===== src/rtl/botao_pkg.sv =====
// Shared definitions for the pushbutton conditioning block: FSM state encoding
// and default cycle counts for a 50 MHz board clock.
package botao_pkg;

    typedef enum logic [2:0] {
        IDLE,
        DEB_PRESS,
        PRESSED,
        LONG_HELD,
        DEB_REL
    } estado_t;

    localparam int DEB_CYCLES_50M  = 50000;
    localparam int LONG_CYCLES_50M = 50000000;

endpackage


===== src/rtl/sinc2ff.sv =====
// Two-flop synchronizer for an asynchronous board input; the reset value is
// supplied as an input so the idle level of each switch can be matched.
module sinc2ff (
    input  logic clk,
    input  logic rst_n,
    input  logic rst_val,
    input  logic d,
    output logic q
);

    logic s1_q;
    logic s2_q;

    always_ff @(posedge clk or negedge rst_n) begin
        if (!rst_n) begin
            s1_q <= rst_val;
            s2_q <= rst_val;
        end else begin
            s1_q <= d;
            s2_q <= s1_q;
        end
    end

    assign q = s2_q;

endmodule


===== src/rtl/cond_botao.sv =====
// Pushbutton conditioning: synchronizes and debounces a raw button, emits a
// one-clock pulse per short press and toggles a power level per long press.
module cond_botao
    import botao_pkg::*;
#(
    parameter int DEB_CYCLES  = DEB_CYCLES_50M,
    parameter int LONG_CYCLES = LONG_CYCLES_50M,
    parameter bit ATIVO_BAIXO = 1'b1,
    parameter bit LIGA_RST    = 1'b0
) (
    input  logic clk,
    input  logic rst_n,
    input  logic bot_bruto,
    output logic bot_pulso,
    output logic liga,
    output logic pressionado
);

    localparam int DEB_W  = $clog2(DEB_CYCLES + 1);
    localparam int HOLD_W = $clog2(LONG_CYCLES + 1);
    localparam logic [DEB_W-1:0]  DEB_LAST  = DEB_W'(DEB_CYCLES - 1);
    localparam logic [HOLD_W-1:0] HOLD_LAST = HOLD_W'(LONG_CYCLES - 1);

    logic bot_sinc;
    logic p;

    estado_t           state_q, state_d;
    estado_t           origem_q, origem_d;
    logic [DEB_W-1:0]  deb_cnt_q, deb_cnt_d;
    logic [HOLD_W-1:0] hold_cnt_q, hold_cnt_d;
    logic              liga_q, liga_d;
    logic              bot_pulso_q, bot_pulso_d;
    logic              pressionado_q, pressionado_d;

    // Synchronizer flops reset to the released pin level.
    sinc2ff u_sinc (
        .clk     (clk),
        .rst_n   (rst_n),
        .rst_val (ATIVO_BAIXO),
        .d       (bot_bruto),
        .q       (bot_sinc)
    );

    assign p = ATIVO_BAIXO ? ~bot_sinc : bot_sinc;

    always_comb begin
        state_d     = state_q;
        origem_d    = origem_q;
        deb_cnt_d   = deb_cnt_q;
        hold_cnt_d  = hold_cnt_q;
        liga_d      = liga_q;
        bot_pulso_d = 1'b0;

        case (state_q)
            IDLE: begin
                deb_cnt_d = '0;
                if (p) begin
                    state_d   = DEB_PRESS;
                    deb_cnt_d = DEB_W'(1);
                end
            end
            DEB_PRESS: begin
                if (!p) begin
                    state_d   = IDLE;
                    deb_cnt_d = '0;
                end else if (deb_cnt_q >= DEB_LAST) begin
                    state_d    = PRESSED;
                    deb_cnt_d  = '0;
                    hold_cnt_d = '0;
                end else begin
                    deb_cnt_d = deb_cnt_q + DEB_W'(1);
                end
            end
            PRESSED: begin
                // A release seen on the same cycle as the long threshold wins.
                if (!p) begin
                    state_d   = DEB_REL;
                    origem_d  = PRESSED;
                    deb_cnt_d = DEB_W'(1);
                end else if (hold_cnt_q >= HOLD_LAST) begin
                    state_d = LONG_HELD;
                    liga_d  = ~liga_q;
                end else begin
                    hold_cnt_d = hold_cnt_q + HOLD_W'(1);
                end
            end
            LONG_HELD: begin
                if (!p) begin
                    state_d   = DEB_REL;
                    origem_d  = LONG_HELD;
                    deb_cnt_d = DEB_W'(1);
                end
            end
            DEB_REL: begin
                // Bounce during release resumes the origin state without touching hold_cnt.
                if (p) begin
                    state_d   = origem_q;
                    deb_cnt_d = '0;
                end else if (deb_cnt_q >= DEB_LAST) begin
                    state_d     = IDLE;
                    deb_cnt_d   = '0;
                    bot_pulso_d = (origem_q == PRESSED);
                end else begin
                    deb_cnt_d = deb_cnt_q + DEB_W'(1);
                end
            end
            default: begin
                state_d   = IDLE;
                deb_cnt_d = '0;
            end
        endcase

        pressionado_d = (state_d == PRESSED) || (state_d == LONG_HELD);
    end

    always_ff @(posedge clk or negedge rst_n) begin
        if (!rst_n) begin
            state_q       <= IDLE;
            origem_q      <= IDLE;
            deb_cnt_q     <= '0;
            hold_cnt_q    <= '0;
            liga_q        <= LIGA_RST;
            bot_pulso_q   <= 1'b0;
            pressionado_q <= 1'b0;
        end else begin
            state_q       <= state_d;
            origem_q      <= origem_d;
            deb_cnt_q     <= deb_cnt_d;
            hold_cnt_q    <= hold_cnt_d;
            liga_q        <= liga_d;
            bot_pulso_q   <= bot_pulso_d;
            pressionado_q <= pressionado_d;
        end
    end

    assign bot_pulso   = bot_pulso_q;
    assign liga        = liga_q;
    assign pressionado = pressionado_q;

endmodule


===== config.mk =====
export PLATFORM = sky130hd
export DESIGN_NAME = cond_botao
export DESIGN_NICKNAME = d
export VERILOG_FILES = /design/src/rtl/botao_pkg.sv /design/src/rtl/sinc2ff.sv /design/src/rtl/cond_botao.sv
export SDC_FILE = /design/constraint.sdc
export NUM_CORES = 1
export LEC_CHECK = 0
export BUFFER_PORTS_ARGS = -buffer_cell sky130_fd_sc_hd__buf_2
export CELL_PAD_IN_SITES_DETAIL_PLACEMENT = 0
export CELL_PAD_IN_SITES_GLOBAL_PLACEMENT = 1
export CORE_ASPECT_RATIO = 1.75
export CORE_MARGIN = 1.5
export CORE_UTILIZATION = 40
export CTS_BUF_LIST = sky130_fd_sc_hd__clkbuf_4 sky130_fd_sc_hd__clkbuf_8
export DETAILED_ROUTE_END_ITERATION = 16
export PLACE_DENSITY = 0.75
export REMOVE_ABC_BUFFERS = 1
export SYNTH_ARGS = -nofsm -noshare
export SYNTH_HDL_FRONTEND = slang
export SYNTH_SLANG_ARGS = --single-unit

===== constraint.sdc =====
create_clock -name clk -period 2.49 [get_ports clk]
set_input_delay 0.498 -clock clk [delete_from_list [all_inputs] [get_ports clk]]
set_output_delay 0.498 -clock clk [all_outputs]
set_load 0.1 [all_outputs]

; Yosys cells after proc, flatten, opt, wreduce, memory -nomap -nowiden
; Cells that the tools add are included.
[totals]
romBits = 0
wordCells = 63
mem_count = 0
output_inout_bits = 3
ram_bits = 0
regBits = 53
latchBits = 0
[classes]
add_sub_neg = 2
n_reduce_logical = 8
n_bitwise = 2
eq_ne = 14
shift = 0
n_div = 0
mul = 0
magnitude_cmp = 2
n_mux = 26
[op_table]
columns = operator, count
row1 = $mux W26, 4
row2 = $mux W16, 4
row3 = $pmux W16 S4, 1
row4 = $pmux W26 S2, 1
row5 = $mux W3, 10
row6 = $add A26 B1 Y26 const B, 1
row7 = $ge A26 B26 Y1 const B, 1
row8 = $add A16 B1 Y16 const B, 1
row9 = $ge A16 B16 Y1 const B, 1
row10 = $eq A3 B2 Y1 const B, 5
row11 = $pmux W3 S5, 1
row12 = $ne A2 B2 Y1 const B, 4
row13 = $ne A2 B1 Y1 const B, 3
row14 = $pmux W3 S2, 1
row15 = $reduce_and A3 Y1, 2
row16 = $reduce_and A5 Y1, 1
row17 = $mux W1, 4
row18 = $reduce_bool A2 Y1, 2
row19 = $eq A3 B1 Y1 const B, 1
row20 = $eq A3 B3 Y1 const B, 1
row21 = $logic_not A3 Y1, 1
row22 = $not A1 Y1, 2
row23 = $reduce_or A2 Y1, 1
row24 = $logic_or A1 B1 Y1, 1

; Logic depth before layout (Yosys ltp)
[logic_depth]
ltp_word = 6
mapped_depth = 9

; Least setup slack after synthesis
; OpenSTA, ideal clock, no wires.
[synth_path]
kind = register to register
startpoint = register hold_cnt_q[0]
endpoint = register hold_cnt_q[16]
t_arrival_ns = 2.245
slack_ns = 0.126
path_stages_with_launch = 9
path_cell_list = dfrtp_1 ha_1 and2_4 a2111oi_4 nor3_2 or3_4 buf_6 o31a_1 o21a_1
[synth_via]
elab_chain_cells = 4
word_cells_on_any_way = 7
classes_between = add/sub: 1 / order compare: 1 / eq/ne: 1 / mux: 3 / reduce/logical: 1
[synth_rtl]
columns = item, line_no
row1 = from (decl), cond_botao.sv:30  ; logic [HOLD_W-1:0] hold_cnt_q, hold_cnt_d;
row2 = from (signal assigned), cond_botao.sv:129  ; hold_cnt_q <= hold_cnt_d;
row3 = $add A26 B1 Y26, cond_botao.sv:84  ; hold_cnt_d = hold_cnt_q + HOLD_W'(1);
row4 = $mux W26, cond_botao.sv:80  ; end else if (hold_cnt_q >= HOLD_LAST) begin
row5 = $mux W26, cond_botao.sv:76  ; if (!p) begin
row6 = $pmux W26 S2, cond_botao.sv:54  ; case (state_q)
; Parallel ways exist; a longest one is shown, timed or not. The select of a mux whose other input is x is not followed.
; A chain may end at the register's enable or synchronous reset.

; Final worst setup path
[layout_path]
startpoint = register hold_cnt_q[0]
endpoint = register hold_cnt_q[15]
; Same word-level chain as after synthesis.

==> impl_results.md <==
- LEAKAGE: 1.30 nW
- Port Buf Inserts: 5
- First-pass GRT wire length: 10700 um
- Final Hold Vio Count: 0
- Status: finished clean
- DP Cell Count: 399
- Clock root cell: clkbuf_8
- Critical path capture point type: flip-flop
- Nets@finish: 328
- Commonest non-fill, non-tap cells in the layout: 50 x dfrtp_1, 42 x nor2_1, 36 x nand2_1
- Met2 wire length: 3660 um
- Number of global-route vias before repair: 2255
- Post-synthesis async set-or-reset flop share: 100%
- Slew headroom: 57.3%
- Die height: 114 um
- Commonest non-fill, non-tap cell in the layout: dfrtp_1
- CTS tree: done
- Layout fillers: 675
- Type of origin of the critical path: flip-flop
- Initial DRC count: 123
- #FFs+latches synth: 52
- Core Area: 6860 um^2
- DR vias: 2236
- GRT Total Usage: 18.7%
- Post-synth EDFFs: 0
- Max FO, Critical Path: 7
- # rows: 40
- Worst R2R Start: hold_cnt_q[0]
- DRT Pass-1 Iters: 4
- Grt ovf: 0
- CP Class: flip-flop to flip-flop
- Top_reg_cell synth: dfrtp_1
- Fmax: 421 MHz
- Syn Area/Cell: 9.00 um^2
- Top layer used by detailed routing: met4
- Final Non-Filler Cells: 408
- Final critical-path required period: 2.38 ns
- DR WL met3: 96 um
- CP required: 2.74 ns
- ANT nets after route: 0
- Clock Path Buffers: 2
- Actual slew at the worst max-slew pin: 0.641 ns
- H-tree levels: 2
- Via-to-Cell Ratio: 5.48
- Sinks on the clock net: 52
- Area delta synth->final: 9.86%
- Fin crit share: 95.5%
- Share of cells above drive strength 1: 12.7%
- Slew Limit Fails: 0
- Crit Reg-Reg Endpoint: hold_cnt_q[15]
- Synth Warn #: 0
- Cts hold-fix bufs: 0
- Gpl congestion: 0.810
- Initial Util: 41.1%
- Number of max-cap violations: 0
- DP HPWL: 4670 um
- Tot Pwr: 1.50 mW
- Number of setup violations in the final report: 0
- DRC violations left: 0
- Worst-path clk slew: 0.10 ns
- R2R setup slack: 0.11 ns
- VDD IR-drop max: 294 uV
- Post-DP Area: 2980 um^2
- Cells after Synth: 313
- CP startpoint: hold_cnt_q[0]
- Power Density: 483 nW/um^2
- Hold Crit Class: input pin to asynchronous set/reset pin
- Met1 WL: 2650 um
- Clock skew: 0.0149 ns
- Distinct cells, synth: 48
- Clock insertion delay at the later pin of the skew report: 0.31 ns
- Initial antenna violation count: 0
- Post-synth design cell area: 2820 um^2
- Post-Route WL: 6530 um
- Critical path data arrival time: 2.62 ns
- DIE AREA: 7580 um^2
- Post-synthesis sequential area ratio: 46.3%
- Wirelength per Cell: 16.0 um
- Largest net degree at the start of global routing: 32
- Final Cell Area: 3100 um^2
- Io pins: 6
- Die X: 66.4 um
- Ant. Diodes: 0
- Worst R2R Path Depth: 7
- CTS Buf Count: 5
==> worst max-delay path by stage <==
stage / endpoint / slack [ns]
5_1_grt: hold_cnt_q[15] / -0.009
6_report: hold_cnt_q[15] / 0.11
3_5_place_dp: hold_cnt_q[15] / 0.11
2_1_floorplan: hold_cnt_q[15] / 0.17
4_1_cts: hold_cnt_q[15] / 0.06
3_3_place_gp: hold_cnt_q[15] / 0.16
==> Yosys cell counts (3+ instances only) <==
library cell	instances	share of area (%)
and3_1	7	1.6
nand3_1	20	3.6
nor2_1	42	5.6
nor4_1	10	2.2
nand4_1	10	2.2
inv_1	4	0.53
or3_1	7	1.6
nor3_1	6	1.1
o21a_1	3	0.80
nor2b_1	3	0.67
xnor2_1	11	3.4
a21oi_1	14	2.5
nand2_1	36	4.8
mux2i_1	8	2.8
nand2b_1	5	1.1
clkbuf_1	11	1.5
or2_2	9	2.0
o21ai_0	15	2.7
xor2_1	9	2.8
dfrtp_1	50	44
==> cell type report <==
| type | count | area, um^2 | area share (%) |
|---|---|---|---|
| Multi-Input combinational cell | 246 | 1460 | 47.0 |
| Sequential cell | 52 | 1300 | 42.1 |
| Timing Repair Buffer | 14 | 105 | 3.40 |
| Tap cell | 84 | 105 | 3.40 |
| Clock buffer | 5 | 68.8 | 2.22 |
| Clock inverter | 3 | 42.5 | 1.37 |
| Inverter | 4 | 15.0 | 0.485 |
==> registers in the layout, summed over array words and instances (netlist names) <==
signal / flops
bot_pulso: 1
deb_cnt_q: 16
hold_cnt_q: 26
liga: 1
origem_q: 2
pressionado: 1
state_q: 3
u_sinc.q: 1
u_sinc.s1_q: 1
==> per-layer routing <==
metal  global-route usage (%)  vias up
met5                        0        -
met4                     7.21        0
met3                     3.45        8
met2                     35.3       22
met1                     19.8     1082
li1                         -     1124
==> power breakdown <==
group	total, mW	internal (mW)	switching (mW)
combinational	0.0468	0.0142	0.0326
clock	0.593	0.298	0.295
sequential	0.856	0.850	0.00549
==> critical path, cell delays in order, from the launching register on <==
cell	delay (ns)
dfrtp_1	0.43
ha_1	0.24
and2_4	0.19
a2111oi_4	0.39
nor3_2	0.12
or3_4	0.39
or4_1	0.41
a21oi_1	0.16
==> kinds of logic (layout without fill, tap and decap cells) <==
family                     after synthesis  after routing  synth area share [%]
and+or+nand+nor                        168            169                  30.3
adders and majority gates                2              2                 0.888
xor gates and xnor gates                20             20                  6.22
DFF                                     52             52                  46.3
buffers and inverters                   16             26                  2.40
muxes                                    8              8                  2.84
AOI/OAI and AO/OA                       47             47                  11.1
==> repair_timing <==
item,4_1_cts,5_1_grt
gates resized for setup,0,1
setup endpoints to repair,0,5
setup buffers,0,0
==> through the flow <==
stage / hold slack, ns / utilization (%) / setup TNS, ns / worst slack (ns)
floorplan: 0.202 / - / 0 / 0.166
global placement: 0.347 / 43.4 / 0 / 0.160
detailed placement: 0.349 / 43.4 / 0 / 0.114
CTS: 0.151 / 45.0 / 0 / 0.0644
global route: 0.183 / 45.1 / -0.00916 / -0.00916
finish: 0.145 / 45.1 / 0 / 0.112
(Power assumes the default switching activity.)
